File: src/rtl/vram_arbiter.sv
// vram_arbiter: shares one single-port, synchronous-read text VRAM between the video character fetcher and the CPU bus.
// Latency: video slot -> MEM_ADDR +1, CHAR_* +3; CPU REQ -> ACK 2 (write) / 3 (read), one more if it meets a video slot.
// Backpressure: video slots always own MEM; the CPU waits in IDLE on its level REQ and completes with a one-cycle ACK.
//
// Ports:
//   i_clk_pixel, i_reset         pixel clock, asynchronous active-high reset
//   i_screen_x/y                 beam position from the timing generator
//   i_cpu_req/we/addr/wdata      CPU request (level, held until o_cpu_ack)
//   o_cpu_ack, o_cpu_rdata       completion pulse, read data (held after ACK)
//   o_mem_addr/we/wdata          registered VRAM port, i_mem_rdata one cycle after o_mem_addr
//   o_char_code/row/valid        fetched character, glyph row, one-cycle update strobe
module vram_arbiter #(
    parameter int ADDR_W = 13,
    parameter int DATA_W = 8,
    parameter int COLS   = 100,
    parameter int CELL_W = 8,
    parameter int CELL_H = 16,
    parameter int HA_END = 799,
    parameter int VA_END = 599,
    parameter int LINE   = 1055,
    parameter int SCREEN = 627
) (
    input  logic              i_clk_pixel,
    input  logic              i_reset,
    input  logic [10:0]       i_screen_x,
    input  logic [10:0]       i_screen_y,
    input  logic              i_cpu_req,
    input  logic              i_cpu_we,
    input  logic [ADDR_W-1:0] i_cpu_addr,
    input  logic [DATA_W-1:0] i_cpu_wdata,
    output logic              o_cpu_ack,
    output logic [DATA_W-1:0] o_cpu_rdata,
    output logic [ADDR_W-1:0] o_mem_addr,
    output logic              o_mem_we,
    output logic [DATA_W-1:0] o_mem_wdata,
    input  logic [DATA_W-1:0] i_mem_rdata,
    output logic [DATA_W-1:0] o_char_code,
    output logic [3:0]        o_char_row,
    output logic              o_char_valid
);

    localparam int CW_SH       = $clog2(CELL_W);
    localparam int CH_SH       = $clog2(CELL_H);
    // Column c is fetched one cell ahead of where it is drawn, so the last
    // in-line slot belongs to column COLS-1 and sits at X = CELL_W*(COLS-2).
    localparam int LAST_SLOT_X = CELL_W * (COLS - 2);
    // Column 0 of the next line is fetched one cell before the line wraps.
    localparam int EOL_X       = LINE - CELL_W + 1;

    typedef enum logic [1:0] {
        S_IDLE,
        S_ISSUE,
        S_RDWAIT,
        S_ACK
    } state_t;

    // ------------------------------------------------------------------
    // Video slot decode on the current beam position
    // ------------------------------------------------------------------
    logic [10:0]       w_next_y;
    logic [10:0]       w_fetch_y;
    logic [10:0]       w_fetch_col;
    logic              w_slot_col;
    logic              w_slot_eol;
    logic              w_slot;
    logic [ADDR_W-1:0] w_fetch_addr;
    logic [3:0]        w_fetch_row;

    always_comb begin
        w_next_y     = (i_screen_y == 11'(SCREEN)) ? 11'd0 : i_screen_y + 11'd1;
        // HA_END keeps fetches inside the active region; with the default
        // geometry the column limit is the tighter of the two bounds.
        w_slot_col   = ((i_screen_x & 11'(CELL_W - 1)) == 11'd0)
                     && (i_screen_x <= 11'(LAST_SLOT_X))
                     && (i_screen_x <= 11'(HA_END))
                     && (i_screen_y <= 11'(VA_END));
        w_slot_eol   = (i_screen_x == 11'(EOL_X)) && (w_next_y <= 11'(VA_END));
        w_slot       = w_slot_col || w_slot_eol;
        w_fetch_y    = w_slot_eol ? w_next_y : i_screen_y;
        w_fetch_col  = w_slot_eol ? 11'd0 : (i_screen_x >> CW_SH) + 11'd1;
        w_fetch_addr = ADDR_W'(32'(w_fetch_y >> CH_SH) * COLS + 32'(w_fetch_col));
        w_fetch_row  = 4'(w_fetch_y & 11'(CELL_H - 1));
    end

    // ------------------------------------------------------------------
    // VRAM port ownership and CPU handshake FSM
    // ------------------------------------------------------------------
    state_t            r_state;
    logic              r_cpu_we;
    logic              r_cpu_ack;
    logic [DATA_W-1:0] r_cpu_rdata;
    logic [ADDR_W-1:0] r_mem_addr;
    logic              r_mem_we;
    logic [DATA_W-1:0] r_mem_wdata;

    always_ff @(posedge i_clk_pixel or posedge i_reset) begin
        if (i_reset) begin
            r_state     <= S_IDLE;
            r_cpu_we    <= 1'b0;
            r_cpu_ack   <= 1'b0;
            r_cpu_rdata <= '0;
            r_mem_addr  <= '0;
            r_mem_we    <= 1'b0;
            r_mem_wdata <= '0;
        end else begin
            r_mem_we  <= 1'b0;
            r_cpu_ack <= 1'b0;

            // A video slot takes MEM regardless of CPU state; the CPU holds
            // MEM for its single ISSUE cycle only, so nothing is displaced.
            if (w_slot) begin
                r_mem_addr <= w_fetch_addr;
            end

            case (r_state)
                S_IDLE: begin
                    if (i_cpu_req && !w_slot) begin
                        r_mem_addr  <= i_cpu_addr;
                        r_mem_we    <= i_cpu_we;
                        r_mem_wdata <= i_cpu_wdata;
                        r_cpu_we    <= i_cpu_we;
                        r_state     <= S_ISSUE;
                    end
                end
                S_ISSUE: begin
                    if (r_cpu_we) begin
                        r_cpu_ack <= 1'b1;
                        r_state   <= S_ACK;
                    end else begin
                        r_state   <= S_RDWAIT;
                    end
                end
                S_RDWAIT: begin
                    // Read data for the ISSUE-cycle address is on the bus now,
                    // even if a video slot has since retargeted MEM_ADDR.
                    r_cpu_rdata <= i_mem_rdata;
                    r_cpu_ack   <= 1'b1;
                    r_state     <= S_ACK;
                end
                S_ACK: begin
                    r_state <= S_IDLE;
                end
                default: begin
                    r_state <= S_IDLE;
                end
            endcase
        end
    end

    // ------------------------------------------------------------------
    // Video fetch pipeline: slot -> address -> BRAM data -> character
    // ------------------------------------------------------------------
    logic              r_vid_p1;
    logic              r_vid_p2;
    logic [3:0]        r_row_p1;
    logic [3:0]        r_row_p2;
    logic [DATA_W-1:0] r_char_code;
    logic [3:0]        r_char_row;
    logic              r_char_valid;

    always_ff @(posedge i_clk_pixel or posedge i_reset) begin
        if (i_reset) begin
            r_vid_p1     <= 1'b0;
            r_vid_p2     <= 1'b0;
            r_row_p1     <= '0;
            r_row_p2     <= '0;
            r_char_code  <= '0;
            r_char_row   <= '0;
            r_char_valid <= 1'b0;
        end else begin
            r_vid_p1     <= w_slot;
            r_row_p1     <= w_fetch_row;
            r_vid_p2     <= r_vid_p1;
            r_row_p2     <= r_row_p1;
            r_char_valid <= r_vid_p2;
            if (r_vid_p2) begin
                r_char_code <= i_mem_rdata;
                r_char_row  <= r_row_p2;
            end
        end
    end

    assign o_cpu_ack    = r_cpu_ack;
    assign o_cpu_rdata  = r_cpu_rdata;
    assign o_mem_addr   = r_mem_addr;
    assign o_mem_we     = r_mem_we;
    assign o_mem_wdata  = r_mem_wdata;
    assign o_char_code  = r_char_code;
    assign o_char_row   = r_char_row;
    assign o_char_valid = r_char_valid;

endmodule

File: config.mk
export PLATFORM = sky130hd
export DESIGN_NAME = vram_arbiter
export DESIGN_NICKNAME = d
export VERILOG_FILES = /design/src/rtl/vram_arbiter.sv
export SDC_FILE = /design/constraint.sdc
export NUM_CORES = 1
export LEC_CHECK = 0
export ABC_AREA = 0
export CAP_MARGIN = 15
export CORE_MARGIN = 2
export CORE_UTILIZATION = 46
export DETAILED_ROUTE_END_ITERATION = 10
export PLACE_DENSITY = 0.77
export SYNTH_ARGS = -nofsm -noshare
export SYNTH_HDL_FRONTEND = slang
export SYNTH_SLANG_ARGS = --single-unit
File: constraint.sdc
create_clock -name i_clk_pixel -period 3.7 [get_ports i_clk_pixel]
set_input_delay 0.555 -clock i_clk_pixel [delete_from_list [all_inputs] [get_ports i_clk_pixel]]
set_output_delay 0.555 -clock i_clk_pixel [all_outputs]
set_load 0.02 [all_outputs]
==> run_results.csv, run 1 <==
group,metric,value,unit
status,status,"finished with violations",
status,violations,"setup timing",
power,power_density,571,nW/um^2
power,pwr-share-clk,19.4,%
sta,setup_viol,6,
logic_synthesis,syn_nets,425,
sta,finalHoldViolCount,0,
critical_path,worstSetupEndpoint,"o_mem_addr[12]$_DFF_PP0_",
logic_synthesis,ys.flop_type,"dfrtp_1",
floorplanning,start_util,47.4,%
floorplanning,core.rowCount,32,
critical_path,crit_fanout,4,
drt,drcViolationCount,0,
clock_tree,cts_root_buf,"clkbuf_8",
sta,drv_slew,0,
grt,grt_max_degree,37,
clock_tree,h-tree-depth,3,
logic_synthesis,synth_common_cells,"dfrtp_1 (57), ha_1 (35), mux2_2 (27)",
logic_synthesis,synth_top_area_share,39.1,%
critical_path,crit_path_start_kind,"input pin",
final_layout,regArea,1430,um^2
critical_path,end_kind,"flop",
power,ir_drop,0.227,mV
critical_path,r2r_start,"r_state[0]$_DFFE_PP0P_",
logic_synthesis,synth-seq-cells,57,
drt,routed_wl,8900,um
logic_synthesis,yosysWarnings,0,
clock_tree,clkLatencyLatePin,0.33,ns
critical_path,path_class,"in2reg",
placement,dpl_worst_slack,-1.88,ns
power,p_sw_share,33.9,%
clock_tree,cts_sinks,57,
drt,wire_per_inst,14.5,um
critical_path,max_stage_delay,0.54,ns
critical_path,crit_buf_inv,4,
sta,finalClockSkew,0.00917,ns
critical_path,cp_top_family,"adder cells",
placement,hpwl,6820,um
sta,rsz0062_at_grt,"true",
sta,setup_slack,-0.980,ns
clock_tree,clk_pin_slew,0.07,ns
critical_path,slowest_stage,"fa_1",
placement,portBuffers,98,
critical_path,crit_start,"i_screen_y[8]",
final_layout,drive_gt1_share,34.6,%
logic_synthesis,synth_async_sr_flop_share,100,%
grt,grt_pass1_vias,3298,
clock_tree,numCtsBuffers,9,
sta,tightest_slew,0.721,ns
run,drv_cap,0,
sta,timing.final.crit_share,126,%
grt,grt_pass1_wl,14600,um
final_layout,area_growth,56.7,%
final_layout,fill_cells,536,
sta,period_minus_slack,4.68,ns
critical_path,arrival,4.89,ns
placement,gp_congestion,0.866,
power,internal_power,2.16,mW
drt,vias,3165,
logic_synthesis,yosysTopAreaCell,"dfrtp_1",
logic_synthesis,ys_types,46,
floorplanning,die_w,93.0,um
critical_path,path_cells,"buf_6 -> or4_1 -> or4_4 -> nand2_4 -> mux2i_4 -> a21o_1 -> buf_6 -> o21ai_2 -> nand2_2 -> ha_4 -> ha_4 -> ha_4 -> inv_2 -> fa_1 -> inv_2 -> ha_4 -> or2_4 -> o311a_4 -> o211a_1 -> o311ai_2 -> xnor2_1 -> mux2i_1",
sta,hold_ws,0.336,ns
grt,grt_use_total,21.3,%
critical_path,reg2regPathDepth,7,
logic_synthesis,synth-seq-area-share,39.1,%
critical_path,crit_cells,22,
power,p_switching,1.11,mW
sta,max_freq,214,MHz
floorplanning,die-area,8660,um^2
drt,drtAntennaViolNets,0,
power,p_seq_share,29.3,%
logic_synthesis,synth_area,3650,um^2
critical_path,cpMostUsedCell,"ha_4",
power,p_leak,2.65,nW
sta,relSlewSlack,51.8,%
logic_synthesis,yosys-top-cells-area,"dfrtp_1 (39%), ha_1 (12%), mux2_2 (8.3%), mux2i_1 (4.4%), xnor2_1 (3.8%)",
grt,overflow,0,
critical_path,timing.rr.end,"o_mem_wdata[3]$_DFFE_PP0P_",
worst_hold_path,hold_path_class,"reg2reg",
logic_synthesis,synth.most_common_cell,"dfrtp_1",
final_layout,multiInputGateArea,2320,um^2
drt,drtIter0Drc,94,
clock_tree,cts_tree,"yes",
logic_synthesis,syn-instance-count,332,
critical_path,r2r_slack,1.79,ns
drt,dr.pass1.iters,4,
floorplanning,die_h,93.0,um
floorplanning,pin_count,99,
final_layout,nets,599,
clock_tree,clk_path_buf_depth,2,
grt,antenna_found_initial,0,
final_layout,n_antenna_cell,0,
drt,via_per_inst,5.16,
floorplanning,coreArea,7690,um^2
power,p_comb_share,51.4,%
logic_synthesis,post_synth.cell_area_avg,11.0,um^2
critical_path,cp.required,3.91,ns
logic_synthesis,synth_edf_count,0,
[repair_timing]
action	CTS	global route
hold buffers	0	0
pin swaps	33	6
hold endpoints to repair	0	0
endpoints found under the setup margin	8	7
resized for setup	53	10
buffers inserted	6	2
[registers in the layout, indices dropped and copies added (netlist names), 2 cells and up]
register	cells
r_state	2
o_char_row	4
o_char_code	8
o_cpu_rdata	8
o_mem_addr	13
r_row_p2	4
r_row_p1	4
o_mem_wdata	8
[logic make-up after synthesis]
kind of cell / share of synthesized area [%]
AO/OA/AOI/OAI: 9.23
flip-flops: 39.1
AND/OR/NAND/NOR: 11.6
buffers and inverters: 3.60
adder cells (fa/ha/maj): 13.7
multiplexers: 16.8
XOR/XNOR: 6.00
[metrics by stage]
step	area [um^2]	utilization (%)	total power, mW	std cells	TNS [ns]
6_report	5720	74.3	3.27	613	-5.00
5_1_grt	5720	74.3	3.46	613	-6.03
4_1_cts	5660	73.6	3.26	611	-4.55
3_5_place_dp	5270	68.6	2.57	589	-11.91
3_3_place_gp	5270	68.6	2.51	589	-11.19
2_1_floorplan	3730	-	1.87	332	-7.93
[power groups by stage]
stage / combinational (mW) / clock [mW] / sequential (mW)
floorplan: 0.678 / 0 / 1.20
global placement: 1.57 / 0 / 0.948
detailed placement: 1.60 / 0 / 0.965
CTS: 1.65 / 0.656 / 0.954
global route: 1.80 / 0.677 / 0.982
finish: 1.68 / 0.632 / 0.955
[placed cells by master, fill, tap and decap left out, drive strengths merged, types with 2 or more instances in the layout]
cell type,netlist,final
o21a,2,2
or2,2,2
nand4,8,8
clkdlybuf4s15,0,2
dlygate4sd2,0,4
buf,6,83
a21oi,16,16
ha,35,35
o31ai,7,7
inv,14,14
nand3,10,10
mux2,36,36
nand2b,4,4
dfrtp,57,57
clkbuf,8,11
xnor2,16,16
nor2,14,14
nand2,17,17
a31oi,2,2
or4,3,3
nor2b,4,4
a211o,2,2
and3,5,5
clkdlybuf4s50,0,88
and2,5,5
clkinv,0,3
bufinv,0,2
or3,2,2
nor3,4,4
a211oi,2,2
xor2,9,9
mux2i,17,17
fa,3,3
o21ai,11,11
a22o,2,2
a21o,2,2
[layer usage]
metal / vias up / wire length [um] / global-route usage (%)
met3: 16 / 450 / 4.43
li1: 1540 / - / -
met2: 107 / 4560 / 38.2
met1: 1502 / 3740 / 24.7
met5: - / 0 / 0
met4: 0 / 154 / 8.46
[final cells by class]
class,count,area share (%)
clock inverters,5,1.38
well taps,102,2.23
repair buffers,177,27.5
clock buffers,11,2.47
inverters,14,0.919
flip-flops and latches,57,25.0
multi-input cells,247,40.6
[worst min path at each step]
stage                          startpoint                    end  slack [ns]  cells after the start
floorplan           r_row_p1[0]$_DFF_PP0_  r_row_p2[0]$_DFF_PP0_        0.33                      0
global placement    r_row_p1[1]$_DFF_PP0_  r_row_p2[1]$_DFF_PP0_        0.33                      0
detailed placement  r_row_p1[1]$_DFF_PP0_  r_row_p2[1]$_DFF_PP0_        0.34                      0
CTS                 r_row_p1[1]$_DFF_PP0_  r_row_p2[1]$_DFF_PP0_        0.34                      0
global route        r_row_p1[1]$_DFF_PP0_  r_row_p2[1]$_DFF_PP0_        0.34                      0
finish              r_row_p1[1]$_DFF_PP0_  r_row_p2[1]$_DFF_PP0_        0.34                      0
Note: power is estimated with default switching activity, not from simulation.
==> inputs of run 2 (changes only) <==
--- a/config.mk
+++ b/config.mk
@@ -5,8 +5,8 @@
 export SDC_FILE = /design/constraint.sdc
 export NUM_CORES = 1
 export LEC_CHECK = 0
-export ABC_AREA = 0
 export CAP_MARGIN = 15
+export CORE_ASPECT_RATIO = 2
 export CORE_MARGIN = 2
 export CORE_UTILIZATION = 46
 export DETAILED_ROUTE_END_ITERATION = 10
==> run_results.csv, run 2 (synthesized netlist as in run 1, its figures left out) <==
group,metric,value,unit
status,status,"finished with violations",
status,violations,"setup timing",
grt,grt_max_degree,41,
critical_path,crit_fanout,3,
clock_tree,cts_root_buf,"clkbuf_16",
sta,period_minus_slack,4.81,ns
sta,timing.final.crit_share,130,%
final_layout,drive_gt1_share,38.8,%
sta,finalHoldViolCount,0,
sta,setup_viol,7,
clock_tree,hold_buffers,0,
sta,tightest_slew,0.811,ns
grt,grt_pass1_wl,16300,um
grt,grt_use_total,24.4,%
sta,finalClockSkew,0.00888,ns
placement,dpl_worst_slack,-1.83,ns
critical_path,path_class,"in2reg",
final_layout,largest_reg_flops,13,
clock_tree,cts_tree,"yes",
drt,drcViolationCount,0,
clock_tree,clkLatencyLatePin,0.33,ns
floorplanning,die-area,8700,um^2
final_layout,final_common_cell,"clkdlybuf4s50_1",
final_layout,n_antenna_cell,0,
clock_tree,cts_sinks,57,
final_layout,final_cell_mix,"clkdlybuf4s50_1 (88), buf_4 (81), dfrtp_1 (57)",
clock_tree,h-tree-depth,3,
final_layout,area_growth,65.2,%
sta,drv_slew,0,
sta,max_freq,208,MHz
floorplanning,die_w,67.0,um
placement,gp_congestion,0.949,
final_layout,fill_cells,498,
floorplanning,pin_count,99,
grt,antenna_found_initial,0,
grt,overflow,0,
drt,wire_per_inst,17.7,um
worst_hold_path,hold_path_class,"reg2reg",
sta,rsz0062_at_grt,"true",
drt,drtAntennaViolNets,0,
critical_path,cp.required,3.90,ns
critical_path,crit_path_start_kind,"input pin",
clock_tree,clk_pin_slew,0.05,ns
clock_tree,numCtsBuffers,9,
clock_tree,clk_path_buf_depth,2,
critical_path,end_kind,"flop",
drt,via_per_inst,5.42,
sta,setup_slack,-1.11,ns
floorplanning,start_util,46.6,%
floorplanning,core.rowCount,46,
floorplanning,coreArea,7830,um^2
power,power_density,596,nW/um^2
drt,dr.pass1.iters,4,
placement,hpwl,7310,um
floorplanning,die_h,130,um
drt,vias,3330,
drt,drtIter0Drc,162,
final_layout,nets,607,
power,p_leak,2.76,nW
drt,routed_wl,10900,um
run,drv_cap,0,
final_layout,fin_util,77.0,%
power,ir_drop,0.254,mV
critical_path,arrival,5.00,ns
placement,portBuffers,98,
sta,relSlewSlack,45.9,%
grt,grt_pass1_vias,3454,
## run 2: through the flow
stage                     instance area, um^2  instances  hold slack (ns)  TNS (ns)  total power [mW]
after floorplan                          3730        332            0.331     -7.93              1.87
after global placement                   5230        578            0.335    -10.77              2.51
after detailed placement                 5230        578            0.335    -11.80              2.58
after CTS                                5760        599            0.345     -5.13              3.52
after global routing                     6030        614            0.365     -6.85              3.78
final                                    6030        614            0.342     -5.98              3.59
## run 2: critical path, cell delays in order
cell and delay [ns]:
buf_6 0.09, or4_4 0.51, or4_4 0.51, nand2_4 0.09
mux2i_4 0.08, a21oi_4 0.23, buf_6 0.14, nand3b_1 0.12
nand2_2 0.14, buf_4 0.14, ha_4 0.20, ha_4 0.22
ha_4 0.26, inv_2 0.04, fa_1 0.50, inv_2 0.05
ha_4 0.21, or2_4 0.23, o311a_4 0.13, buf_4 0.14
o21ai_2 0.14, xor2_1 0.17, mux2i_1 0.09
## run 2: routing by layer
metal	track usage, %	share of wire (%)	vias to the layer above
met1	28.0	38	1612
met2	44.1	53	128
met4	9.36	3.2	0
li1	-	-	1556
met3	4.40	5.7	34
met5	0	0	-
## run 2: what timing repair did
action,in CTS,in global routing
resized for setup,67,30
buffers inserted,6,19
endpoints found under the setup margin,10,7
pin swaps,30,35
## run 2: layout make-up
type | count | area (um^2) | area share (%)
Multi-Input combinational cell | 247 | 2470 | 41.0
Timing Repair Buffer | 185 | 1650 | 27.3
Sequential cell | 57 | 1430 | 23.7
Clock buffer | 9 | 225 | 3.74
Tap cell | 96 | 120 | 1.99
Clock inverter | 6 | 83.8 | 1.39
Inverter | 14 | 52.6 | 0.872
## run 2: where the power goes
| group | total, mW | internal (mW) | switching, mW |
|---|---|---|---|
| registers | 0.959 | 0.844 | 0.115 |
| clock network | 0.860 | 0.581 | 0.279 |
| logic | 1.77 | 0.961 | 0.810 |
| total | 3.59 | 2.39 | 1.20 |
## run 2: worst paths after layout
kind,from,endpoint,slack (ns),cells past startpoint
worst max-delay path,i_screen_y[3],o_mem_addr[10]$_DFF_PP0_,-1.11,23
min in group asynchronous,i_reset,r_cpu_we$_DFFE_PP0P_,0.72,2
worst min register to register,r_vid_p1$_DFF_PP0_,r_vid_p2$_DFF_PP0_,0.34,0
worst min-delay path,r_vid_p1$_DFF_PP0_,r_vid_p2$_DFF_PP0_,0.34,0
max in group asynchronous,i_reset,o_mem_wdata[7]$_DFFE_PP0P_,2.24,3
worst max register to register,r_state[0]$_DFFE_PP0P_,o_mem_wdata[3]$_DFFE_PP0P_,1.76,7
==> edit 1: new RTL, config.mk and constraints of run 1 <==
Change the parameter `CELL_W` from 8 to 16.
--- a/src/rtl/vram_arbiter.sv
+++ b/src/rtl/vram_arbiter.sv
@@ -13,7 +13,7 @@
     parameter int ADDR_W = 13,
     parameter int DATA_W = 8,
     parameter int COLS   = 100,
-    parameter int CELL_W = 8,
+    parameter int CELL_W = 16,
     parameter int CELL_H = 16,
     parameter int HA_END = 799,
     parameter int VA_END = 599,
Check against the original RTL: not equivalent (a bounded check fails within 4 cycles, from zero or initial values and one cycle with i_reset high).
==> edit 1 against run 1 <==
  * Critical path type unchanged
  * Core utilization increased by 2.8 points
  * Count of clock-buffer cells in the layout unchanged
  * Power increased by 2.0%
  * First-iteration DRC count increased by 40%
  * Routed wire length increased by 20%
  * Area after synthesis increased by 4.8%
  * Non-clock buffer count increased by 19
  * Die area increased by 4.6%
  * Cell area increased by 9.8%
  * Worst setup slack improved by 400 ps
  * Sequential cell count unchanged
  * The flow still finishes with violations (setup timing)
  * Largest cell class unchanged
  * Maximum frequency increased by 9.2%
  * Sequential share of layout area decreased by 2.2 points
==> edit 1: results (changes against run 1) <==
* Status: complete, but fails checks
* Violated checks: setup timing
* Pleak at 2.880 nW (+8.7%)
* DR iter-0 viols at 132 (+40%)
* First-pass GRT wire length at 16.34 mm (+12%)
* # setup viols final at 6 (unchanged)
* R2R Setup Slk at 1370 ps (-420 ps)
* CP max FO at 7 (+3)
* Layout cells sized above 1 at 0.4196 (+0.07321)
* Post-Synth Adder-Cell Area at 0.1335 (-0.003027)
* Post-synthesis compound-gate area fraction at 0.1031 (+0.01079)
* Final wirelength at 10.70 mm (+20%)
* Register area share after synthesis at 0.3730 (-0.01804)
* Synth cell count leaders: dfrtp_1 (57), ha_1 (36), mux2_2 (22), mux2i_1 (19), nor2_1 (19)
* GP Congestion at 0.8536 (-1.5%)
* Post-synthesis xor/xnor area fraction at 0.05268 (-0.007351)
* Peak VDD IR at 0.2145 mV (-5.5%)
* Pin count of the biggest net entering global routing at 44 (+19%)
* Tot GR Track Use at 0.2340 (+0.02142)
* Top post-synthesis cells by area: dfrtp_1 (37%), ha_1 (12%), mux2_2 (6.5%)
* Routed vias at 3392 (+7.2%)
* HPWL Detailed at 7.293 mm (+6.9%)
* Mux share of post-synthesis cell area at 0.1636 (-0.004483)
* Worst setup margin at -584.2 ps (+395.4 ps)
* Post-synthesis net count at 438 (+3.1%)
edit 1: cell count changes after synthesis, moves of 6 or more:
cell      before  now
clkbuf_1       8    2
nor2_1        13   19
a21oi_1       15    8
buf_2          0    7
o31ai_1        7    0
a211oi_1       2    8
mux2_1         0    6
edit 1: routing by layer:
layer  up-vias  share of wire  GRT usage
met3        26          0.047    0.03636
met2       114           0.51     0.4266
met5         -              0          0
met4         0          0.025    0.08454
li1       1630              -          -
met1      1622           0.41     0.2767
edit 1: cells by family after synthesis:
logic type               after synthesis
AO/OA/AOI/OAI                         52
XOR/XNOR                              23
adder cells (fa/ha/maj)               39
buffers and inverters                 32
flip-flops                            57
multiplexers                          55
AND/OR/NAND/NOR                       86
edit 1: where the power goes:
group | total (mW) | switching [mW] | internal [mW] | leakage (nW)
combinational | 1.74 | 0.802 | 0.942 | 2.07
clock | 0.639 | 0.243 | 0.396 | 0.113
sequential | 0.947 | 0.114 | 0.833 | 0.701
edit 1: per-stage QoR:
step           setup TNS, ps  power, mW  cells  worst slack (ps)  hold WS, ps
3_5_place_dp          -10020      2.546    607             -1556        334.7
3_3_place_gp           -8754      2.505    607             -1399        332.2
5_1_grt                -3578      3.519    646            -739.6        354.1
2_1_floorplan          -4760      1.861    344            -946.0        331.2
6_report               -2827      3.330    646            -584.2        347.5
4_1_cts                -2421      3.276    640            -479.3        348.5
edit 1: cell type report:
type                    instances  area (µm²)
multi-input cells             255        2705
fillers                       493        1857
repair buffers                196        1730
flip-flops and latches         57        1426
clock buffers                  11       141.4
well taps                     105       131.4
clock inverters                 5       78.83
inverters                      17       63.81
edit 1: repair_timing:
action / 4_1_cts / 5_1_grt
gates resized for setup: 102 / 27
pin swaps: 39 / 29
endpoints found under the setup margin: 8 / 7
setup buffers: 18 / 6
edit 1: worst paths after layout:
path                             endpoint          start  depth (start not counted)
hold reg to reg                  r_vid_p2       r_vid_p1                          0
max in group asynchronous       o_cpu_ack        i_reset                          3
setup reg to reg           o_mem_wdata[3]     r_state[1]                          6
min in group asynchronous   o_mem_addr[4]        i_reset                          2
hold / removal                   r_vid_p2       r_vid_p1                          0
setup / recovery           o_mem_addr[12]  i_screen_y[0]                         20
edit 1: worst reg2reg max path: stages, from the launching register on:
cell	delay (ps)
dfrtp_1	410
inv_1	90
ha_1	280
nand2_1	470
a211oi_2	340
buf_4	260
mux2_1	350
==> edit 2: new RTL, config.mk and constraints of run 1 <==
Without the edit above. Encoding of `state_t`: now Gray code (2 bits for 4 states).
--- a/src/rtl/vram_arbiter.sv
+++ b/src/rtl/vram_arbiter.sv
@@ -48,10 +48,10 @@
     localparam int EOL_X       = LINE - CELL_W + 1;
 
     typedef enum logic [1:0] {
-        S_IDLE,
-        S_ISSUE,
-        S_RDWAIT,
-        S_ACK
+        S_IDLE   = 2'b00,
+        S_ISSUE  = 2'b01,
+        S_RDWAIT = 2'b11,
+        S_ACK    = 2'b10
     } state_t;
 
     // ------------------------------------------------------------------
Behaviour: no difference found for any inputs over 10 cycles, from zero or initial values and one cycle with i_reset high; not proved beyond that.
==> edit 2 against run 1 <==
  * Sequential cell count did not move
  * Worst setup slack got worse by 61 ps
  * Power about the same
  * Area after synthesis up 3.6%
  * Via count is 17% higher
  * Cell area grew 8.5%
  * Routed wire length rose by 35%
  * Largest cell class unchanged
  * The flow still finishes with violations (setup timing)
  * Sequential share of layout area is 1.9 points lower
==> edit 2: results (changes against run 1) <==
* First-pass GRT wire length at 18.13 mm (+24%)
* Peak VDD IR at 0.2422 mV (+6.7%)
* HPWL Detailed at 8.392 mm (+23%)
* DP Area at 5634 µm² (+6.9%)
* Vias/cell at 5.583 (+8.1%)
* Slew @ Worst Pin at 868.2 ps (+146.9 ps)
* Pre-CTS WS at -1752 ps (+123.5 ps)
* Slowest cell on crit path: or4_4
* Post-synthesis net count at 452 (+6.4%)
* Pleak at 2.662 nW (+0.48%)
* Worst setup margin at -1040 ps (-60.52 ps)
* Synth unique cells at 64 (+39%)
* Final wirelength at 12.01 mm (+35%)
* Synth cell count leaders: dfrtp_1 (57), ha_1 (32), nand2_1 (28), nor2_1 (23), mux2_2 (22)
* CTS Root Cell: clkbuf_8
* Required @ worst endpoint at 3940 ps (+30 ps)
* Vias in the first global route at 3728 (+13%)
* Hold Path Origin: r_row_p1[2]
* Top delay family on crit path: adder cells
* Final Skew at 12.47 ps (+3.297 ps)
* Net Switching at 1.188 mW (+7.5%)
* Status: complete, but fails checks
* NumNets Final at 647 (+8.0%)
* Setup crit start: i_screen_y[0]
* GP Congestion at 0.8948 (+3.3%)
* Register area share after synthesis at 0.3776 (-0.01347)
* Pin count of the biggest net entering global routing at 40 (+8.1%)
* Violated checks: setup timing
* # setup viols final at 7 (+1)
edit 2: changes by cell type in the layout (fill, tap and decap cells not counted), sizes merged, moves of 4 or more:
cell and delta:
mux2 -11, nand2 +11, clkbuf +4, nor2 +9
mux2i +4, buf +22, a211oi +4, o211ai +6
inv -6, o22ai +10, o31ai -6
edit 2: final timing paths:
kind | slack (ps) | cells after the start | endpoint
max in group asynchronous | 2250 | 3 | r_row_p2[0]
setup reg to reg | 1530 | 4 | o_mem_wdata[7]
hold / removal | 350 | 0 | r_row_p2[2]
min in group asynchronous | 690 | 2 | o_mem_wdata[5]
hold reg to reg | 350 | 0 | r_row_p2[2]
setup / recovery | -1040 | 20 | o_mem_addr[10]
edit 2: kinds of logic (layout without fill, tap and decap cells):
logic type,count (synthesis),count (layout),share of synthesized area
mux,46,46,0.1302
xor+xnor,24,24,0.05565
buf+inv,22,220,0.02815
fa+ha+maj,35,35,0.1219
compound gates,74,74,0.1395
simple gates,104,104,0.1471
flops,57,57,0.3776
edit 2: through the flow:
stage	setup TNS (ps)	utilization	cells	power, mW	hold WS, ps
floorplan	-5019	-	362	1.793	331.2
global placement	-11180	0.6962	638	2.444	331.7
detailed placement	-11940	0.6962	638	2.502	338.1
CTS	-4726	0.7566	664	3.200	351.5
global route	-5812	0.7659	665	3.432	353.9
finish	-5164	0.7659	665	3.263	347.5
edit 2: area by class of cell:
| cell class | instances | area (µm²) | area share |
|---|---|---|---|
| inverters | 8 | 30.03 | 0.004845 |
| well taps | 105 | 131.4 | 0.02120 |
| clock inverters | 4 | 70.07 | 0.01130 |
| flip-flops and latches | 57 | 1426 | 0.2301 |
| repair buffers | 198 | 1748 | 0.2820 |
| clock buffers | 10 | 127.6 | 0.02059 |
| multi-input cells | 283 | 2665 | 0.4300 |
edit 2: power groups by stage:
| stage | Combinational (mW) | Sequential, mW | Clock [mW] |
|---|---|---|---|
| floorplan | 0.632 | 1.16 | 0 |
| global placement | 1.51 | 0.937 | 0 |
| detailed placement | 1.55 | 0.955 | 0 |
| CTS | 1.64 | 0.949 | 0.606 |
| global route | 1.82 | 0.969 | 0.640 |
| finish | 1.71 | 0.952 | 0.600 |
edit 2: layer usage:
metal  track usage  wire (µm)
met2        0.4468       5955
met4       0.09058        310
met1        0.3360       5099
met3       0.03911        641
met5             0          0
edit 2: repair_timing:
| item | CTS | global route |
|---|---|---|
| gates resized for setup | 67 | 31 |
| pin swaps | 33 | 31 |
| setup buffers | 20 | 3 |
| setup endpoints to repair | 10 | 7 |
| gates cloned | 0 | 0 |
